## src/rtl/seqcheck_multi.sv

```systemverilog
// Multi-channel sliding-window edge monitor: counts qualifying edges over the last W
// enabled cycles per channel and pulses hit on threshold crossing. Optional: SEQMON_STICKY_EN.
module seqcheck_multi #(
    parameter  int N_CH = 4,
    parameter  int W    = 8,
    localparam int CW   = $clog2(W + 1)
) (
    input  logic                 clk,
    input  logic                 rst,
    input  logic                 en,
    input  logic                 clear,
    input  logic [1:0]           edge_mode,
    input  logic [CW-1:0]        threshold,
    input  logic [N_CH-1:0]      in_sig,
    output logic [N_CH-1:0]      hit,
    output logic [N_CH*CW-1:0]   count
`ifdef SEQMON_STICKY_EN
    ,
    output logic [N_CH-1:0]      hit_sticky,
    input  logic [N_CH-1:0]      sticky_clr
`endif
);

    logic [N_CH-1:0] prev;
    logic [N_CH-1:0] ev;
    logic [N_CH-1:0] met;
    logic [N_CH-1:0] met_nx;
    logic [W-1:0]    win    [N_CH];
    logic [CW-1:0]   cnt    [N_CH];
    logic [CW-1:0]   cnt_nx [N_CH];

    always_comb begin
        ev    = '0;
        count = '0;
        case (edge_mode)
            2'b00:   ev = in_sig & ~prev;
            2'b01:   ev = ~in_sig & prev;
            2'b10:   ev = in_sig ^ prev;
            default: ev = '0;
        endcase
        for (int unsigned i = 0; i < N_CH; i++) begin
            // Oldest bit leaves as the new one enters, so the sum stays within 0..W.
            cnt_nx[i] = cnt[i] + CW'(ev[i]) - CW'(win[i][W-1]);
            met_nx[i] = (threshold != '0) && (cnt_nx[i] >= threshold);
            count[i*CW +: CW] = cnt[i];
        end
    end

    always_ff @(posedge clk) begin
        if (rst) begin
            prev <= '0;
            met  <= '0;
            hit  <= '0;
            for (int unsigned i = 0; i < N_CH; i++) begin
                win[i] <= '0;
                cnt[i] <= '0;
            end
        end else begin
            // prev follows the input even while disabled so re-enable sees no stale edge.
            prev <= in_sig;
            if (clear) begin
                met <= '0;
                hit <= '0;
                for (int unsigned i = 0; i < N_CH; i++) begin
                    win[i] <= '0;
                    cnt[i] <= '0;
                end
            end else if (en) begin
                for (int unsigned i = 0; i < N_CH; i++) begin
                    win[i] <= {win[i][W-2:0], ev[i]};
                    cnt[i] <= cnt_nx[i];
                end
                met <= met_nx;
                hit <= met_nx & ~met;
            end else begin
                hit <= '0;
            end
        end
    end

`ifdef SEQMON_STICKY_EN
    always_ff @(posedge clk) begin
        if (rst)
            hit_sticky <= '0;
        else
            hit_sticky <= (hit_sticky & ~sticky_clr) | hit;
    end
`else
    // Sticky flags are not built in this configuration.
`endif

endmodule

```

## config.mk

```make
export PLATFORM = sky130hd
export DESIGN_NAME = seqcheck_multi
export DESIGN_NICKNAME = d
export VERILOG_FILES = /design/src/rtl/seqcheck_multi.sv
export SDC_FILE = /design/constraint.sdc
export NUM_CORES = 1
export LEC_CHECK = 0
export CORE_ASPECT_RATIO = 0.75
export CORE_MARGIN = 3
export CORE_UTILIZATION = 40
export DETAILED_ROUTE_END_ITERATION = 6
export PLACE_DENSITY = 0.65
export SLEW_MARGIN = 5
export SYNTH_ARGS = -nofsm -noshare
export SYNTH_HDL_FRONTEND = slang
export SYNTH_SLANG_ARGS = --single-unit
```

## constraint.sdc

```tcl
create_clock -name clk -period 2.3 [get_ports clk]
set_input_delay 0.345 -clock clk [delete_from_list [all_inputs] [get_ports clk]]
set_output_delay 0.345 -clock clk [all_outputs]
set_load 0.05 [all_outputs]
```

==> impl_metrics.yaml, run 1 <==
finish:
  finish.utilization_pct: 58.2
  n_antenna_cell: 0
  final_cells: 445
  multi_input_area_mm2: 0.00187
  nets: 398
  layout_common_cells: "36 x edfxtp_1, 30 x and3_1, 27 x inv_1, 27 x clkdlybuf4s50_1, 25 x ha_1"
  final_common_cell: "edfxtp_1"
  register_area_mm2: 0.00158
  drive_above_1_share_pct: 32.6
  fill_cells: 626
  area_growth_pct: 37.1
timing:
  finClkSkew_ps: 7.44
  tightest_slew_ps: 542
  fmax_mhz: 434
  slew_headroom_pct: 63.8
  min_period_ps: 2310
  finalHoldViolCount: 0
  finalCritPeriodShare_pct: 100
  fin_tns_setup_ps: -10.7
  worst_slack_ps: -5.47
  rsz0062_at_grt: "true"
  drv_slew: 0
  setup_viol: 2
drt:
  ant_nets: 0
  via_per_inst: 4.87
  vias: 2167
  drtIter0Drc: 82
  routed_wl_mm: 6.37
  drc: 0
  wl_per_cell_um: 14.3
  dr.pass1.iters: 5
cts:
  cts_hold_buffers: 0
  cts_buffer_depth: 2
  insertion_delay_ps: 350
  cts-root-buf: "clkbuf_8"
  cts.sinks: 60
  numCtsBuffers: 9
  cts_max_level: 3
  clk_pin_slew_worst_paths_ps: 80
  cts_tree: "yes"
yosys:
  synth_fp_nets: 344
  ys_ff_latch: 60
  netlist_area_mm2: 0.00320
  syn_area_per_cell_um2: 11.2
  yosysSeqAreaShare_pct: 48.8
  synthCells: 285
  synth_top_cell_by_area: "edfxtp_1"
  synth.top_cell.area_share_pct: 33.8
  synth_cell_types: 32
  synthTopCellsByArea: "edfxtp_1 34%, ha_1 16%, dfxtp_1 15%"
  yosys_warnings: 0
power_and_ir_drop:
  p_leak_nw: 1.87
  ir_drop_uv: 452
  clockPowerShare_pct: 32.9
  p_comb_share_pct: 23.7
  power_mw: 2.78
  seqPwrFrac_pct: 43.4
  power.density_mw_per_mm2: 635
  intPower_mw: 1.98
  sw_frac_of_total_pct: 28.7
  p_sw_mw: 0.799
worst_setup_path:
  worst_ep_required_time_ps: 2550
  crit_top_cell: "ha_4"
  path_class: "reg2reg"
  cp_slowest_cell: "fa_2"
  critPathLaunchType: "flip-flop"
  critPathMaxStageDelay_ps: 580
  crit_arrival_ps: 2550
  worst-path-max-fanout: 2
  cp_cell_sequence: "inv_2, ha_4, mux2i_1, o22ai_2, ha_2, fa_2, ha_4, a21oi_2, o21ai_2, a32o_1"
  cp-end-kind: "flip-flop"
global_route:
  track_usage_pct: 15.2
  grt_pass1_wl_mm: 10.7
  grt_antenna_before_repair: 0
  grt-ovfl-total: 0
  grt_pass1_vias: 2146
  grt_max_degree: 46
placement:
  dp_cells: 427
  dpl.hpwl_mm: 4.21
  io_buffers: 33
  gp_congestion: 0.739
floorplanning:
  initial_core_util_pct: 42.5
  die_w_um: 109
  die_y_um: 83.4
  fp-row-count: 27
  die-area_mm2: 0.00912
  pin_count: 34
  core_area_mm2: 0.00753
run_status:
  status: "finished, violations left"
  violations: "setup timing"
job:
  cap_violations: 0
hold_path:
  worstHoldPathType: "in2reg"
-- sequential cells by signal, indices dropped and copies added (netlist names) --
register and count:
prev 4, hit 4, cnt 16, win 32
met 4
-- critical path: cells and delay by family, from the launching register on --
kind | cells | cell delay, ps
AOI/OAI and AO/OA | 4 | 500
adders and majority gates | 4 | 1150
buffers and inverters | 1 | 50
DFF | 1 | 360
muxes | 1 | 140
-- area by class of cell --
type,instances,share of cell area (%)
multi-input cells,178,42.6
flip-flops and latches,60,35.9
repair buffers,54,11.3
inverters,36,3.08
clock buffers,10,2.91
well taps,101,2.88
clock inverters,6,1.28
-- metrics by stage --
stage | setup slack (ps) | area (µm²) | hold WS, ps
3_5_place_dp | -719 | 3850 | 416
6_report | -5.47 | 4380 | 385
4_1_cts | -27.7 | 4280 | 404
3_3_place_gp | -662 | 3850 | 411
2_1_floorplan | -120 | 3290 | 398
5_1_grt | -124 | 4380 | 380
-- power groups by stage --
stage	clock [mW]	combinational [mW]	sequential (mW)
after floorplan	0	0.308	1.30
after global placement	0	0.543	1.23
after detailed placement	0	0.554	1.23
after CTS	0.933	0.602	1.21
after global routing	0.974	0.730	1.22
final	0.914	0.659	1.21
-- routing by layer --
| metal | GRT usage, % | share of wire [%] | vias up | wire, µm |
|---|---|---|---|---|
| li1 | - | - | 1098 | - |
| met1 | 21.5 | 50 | 1026 | 3180 |
| met2 | 22.5 | 45 | 35 | 2850 |
| met3 | 5.13 | 4.0 | 8 | 254 |
| met4 | 3.74 | 1.4 | 0 | 90 |
| met5 | 0 | 0 | - | 0 |
-- cell families after synthesis --
logic type | count (synthesis) | synth area share, %
xor gates and xnor gates | 12 | 3.29
DFF | 60 | 48.8
muxes | 14 | 4.38
and+or+nand+nor | 77 | 13.3
adders and majority gates | 45 | 18.5
AOI/OAI and AO/OA | 30 | 5.99
buffers and inverters | 47 | 5.63
-- cell usage after synthesis --
| cell | n |
|---|---|
| a211oi_1 | 1 |
| a21o_1 | 3 |
| a21oi_1 | 12 |
| a32o_1 | 4 |
| and2_1 | 1 |
| and3_1 | 30 |
| and3_4 | 1 |
| buf_2 | 3 |
| clkbuf_1 | 8 |
| clkinv_1 | 1 |
| dfxtp_1 | 24 |
| edfxtp_1 | 36 |
| fa_1 | 4 |
| ha_1 | 41 |
| inv_1 | 35 |
| mux2i_1 | 14 |
| nand2_1 | 8 |
| nand2b_1 | 5 |
| nand3_1 | 2 |
| nand4_1 | 1 |
| nor2_1 | 19 |
| nor2b_1 | 3 |
| nor3b_1 | 4 |
| o2111ai_1 | 1 |
| o21ai_0 | 4 |
| o22ai_1 | 4 |
| o31ai_1 | 1 |
| or2_2 | 1 |
| or3_1 | 1 |
| or4_4 | 1 |
| xnor2_1 | 8 |
| xor2_1 | 4 |
-- path summary, 6_finish.rpt --
kind              slack, ps  endpoint  cells past startpoint  startpoint
hold reg to reg         440    hit[0]                      1      met[0]
setup reg to reg         -5    met[1]                     10     prev[1]
setup / recovery         -5    met[1]                     10     prev[1]
hold / removal          390   prev[0]                      4   in_sig[0]
-- timing repair --
item,CTS,global route
resized for setup,56,20
pin swaps,40,30
gates cloned,0,0
setup buffers,3,1
setup endpoints to repair,8,8
Power figures use the tool's default switching activity.
==> run 2, diff against run 1 <==
--- a/config.mk
+++ b/config.mk
@@ -8,6 +8,7 @@
 export CORE_ASPECT_RATIO = 0.75
 export CORE_MARGIN = 3
 export CORE_UTILIZATION = 40
+export CTS_BUF_LIST = sky130_fd_sc_hd__clkbuf_2
 export DETAILED_ROUTE_END_ITERATION = 6
 export PLACE_DENSITY = 0.65
 export SLEW_MARGIN = 5
==> constraint.sdc (replaced) <==
create_clock -name clk -period 1.86 [get_ports clk]
set_input_delay 0.279 -clock clk [delete_from_list [all_inputs] [get_ports clk]]
set_output_delay 0.279 -clock clk [all_outputs]
set_load 0.05 [all_outputs]
==> impl_metrics.yaml, run 2 (synthesis results as in run 1) <==
run_status:
  status: "finished, violations left"
  violations: "setup timing"
power_and_ir_drop:
  ir_drop_uv: 427
  power.density_mw_per_mm2: 670
  power_mw: 3.04
  p_leak_nw: 2.00
timing:
  tightest_slew_ps: 495
  setup_viol: 16
  finClkSkew_ps: 24.7
  finalHoldViolCount: 0
  fmax_mhz: 417
  fin_tns_setup_ps: -4590
  slew_headroom_pct: 67.1
  worst_slack_ps: -541
  hold_slack_ps: 203
  min_period_ps: 2400
  rsz0062_at_grt: "true"
  finalCritPeriodShare_pct: 129
  drv_slew: 0
finish:
  area_growth_pct: 42.0
  regMostFlops: "win"
  largest_reg_flops: 32
  top_regs: "win: 32 flops, cnt: 16 flops"
  nets: 422
  final_cells: 469
  n_antenna_cell: 0
  finish.instance_area_mm2: 0.00454
  finish.utilization_pct: 60.3
  final_common_cell: "buf_4"
  layout_common_cells: "53 x buf_4, 36 x edfxtp_1, 27 x and3_1"
  drive_above_1_share_pct: 42.7
worst_setup_path:
  worst-path-max-fanout: 3
  cp-end-kind: "flip-flop"
  critPathLaunchType: "flip-flop"
  path_class: "reg2reg"
  crit_arrival_ps: 2800
  worst_ep_required_time_ps: 2260
floorplanning:
  initial_core_util_pct: 42.5
  die_y_um: 83.4
  fp-row-count: 27
  pin_count: 34
  die-area_mm2: 0.00912
  die_w_um: 109
  core_area_mm2: 0.00753
global_route:
  track_usage_pct: 16.4
  grt_max_degree: 35
  grt_pass1_vias: 2316
  grt-ovfl-total: 0
  grt_antenna_before_repair: 0
  grt_pass1_wl_mm: 11.6
cts:
  cts-root-buf: "clkbuf_2"
  insertion_delay_ps: 490
  cts_max_level: 3
  clk_pin_slew_worst_paths_ps: 180
  cts.sinks: 60
  cts_buffer_depth: 2
  numCtsBuffers: 9
  cts_tree: "yes"
placement:
  dpl.hpwl_mm: 4.70
  gp_congestion: 0.760
  placed_cell_area_mm2: 0.00412
  io_buffers: 33
  dp_cells: 453
  dp_slack_ps: -1170
job:
  cap_violations: 0
drt:
  via_per_inst: 4.91
  routed_wl_mm: 6.80
  dr.pass1.iters: 4
  vias: 2302
  ant_nets: 0
  drc: 0
  wl_per_cell_um: 14.5
  drtIter0Drc: 122
hold_path:
  worstHoldPathType: "in2reg"
-- run 2: what timing repair did --
item / in CTS / in global routing
gates cloned: 0 / 0
setup buffers: 3 / 1
pin swaps: 17 / 18
setup endpoints to repair: 26 / 20
hold buffers: 0 / 0
resized for setup: 62 / 17
-- run 2: layer usage --
layer,up-vias,track usage [%],wire length (µm)
met5,-,0,0
met4,0,5.10,45
met3,6,4.74,288
met2,45,25.0,3280
met1,1098,22.6,3190
li1,1153,-,-
-- run 2: cell type report --
cell class,instances,area (µm²)
flip-flops and latches,60,1580
well taps,101,126
inverters,36,135
clock inverters,5,20.0
multi-input cells,178,1960
fillers,612,2990
repair buffers,78,667
clock buffers,11,55.1
-- run 2: worst max-delay path, stage by stage, from the launching register on --
cell     delay (ps)
dfxtp_2         390
inv_2            50
ha_4            150
mux2i_2         200
o22ai_2         140
ha_2            210
fa_2            570
ha_4            220
a21oi_4         120
o21ai_2          90
a32o_1          200
-- run 2: power breakdown --
group,switching [mW],internal [mW]
clock,0.467,0.169
sequential,0.0302,1.46
combinational,0.479,0.435
total,0.976,2.07
-- run 2: path summary, 6_finish.rpt --
kind | start | endpoint | slack [ps] | cells after the start
setup / recovery | prev[2] | met[2] | -540 | 10
hold / removal | in_sig[0] | prev[0] | 200 | 3
setup reg to reg | prev[2] | met[2] | -540 | 10
hold reg to reg | met[2] | hit[2] | 460 | 1
==> run 3, diff against run 2 <==
--- a/config.mk
+++ b/config.mk
@@ -10,6 +10,7 @@
 export CORE_UTILIZATION = 40
 export CTS_BUF_LIST = sky130_fd_sc_hd__clkbuf_2
 export DETAILED_ROUTE_END_ITERATION = 6
+export GPL_TIMING_DRIVEN = 1
 export PLACE_DENSITY = 0.65
 export SLEW_MARGIN = 5
 export SYNTH_ARGS = -nofsm -noshare
==> results of run 3 <==
The final DEF is identical to that of run 2; final timing and power are the same.
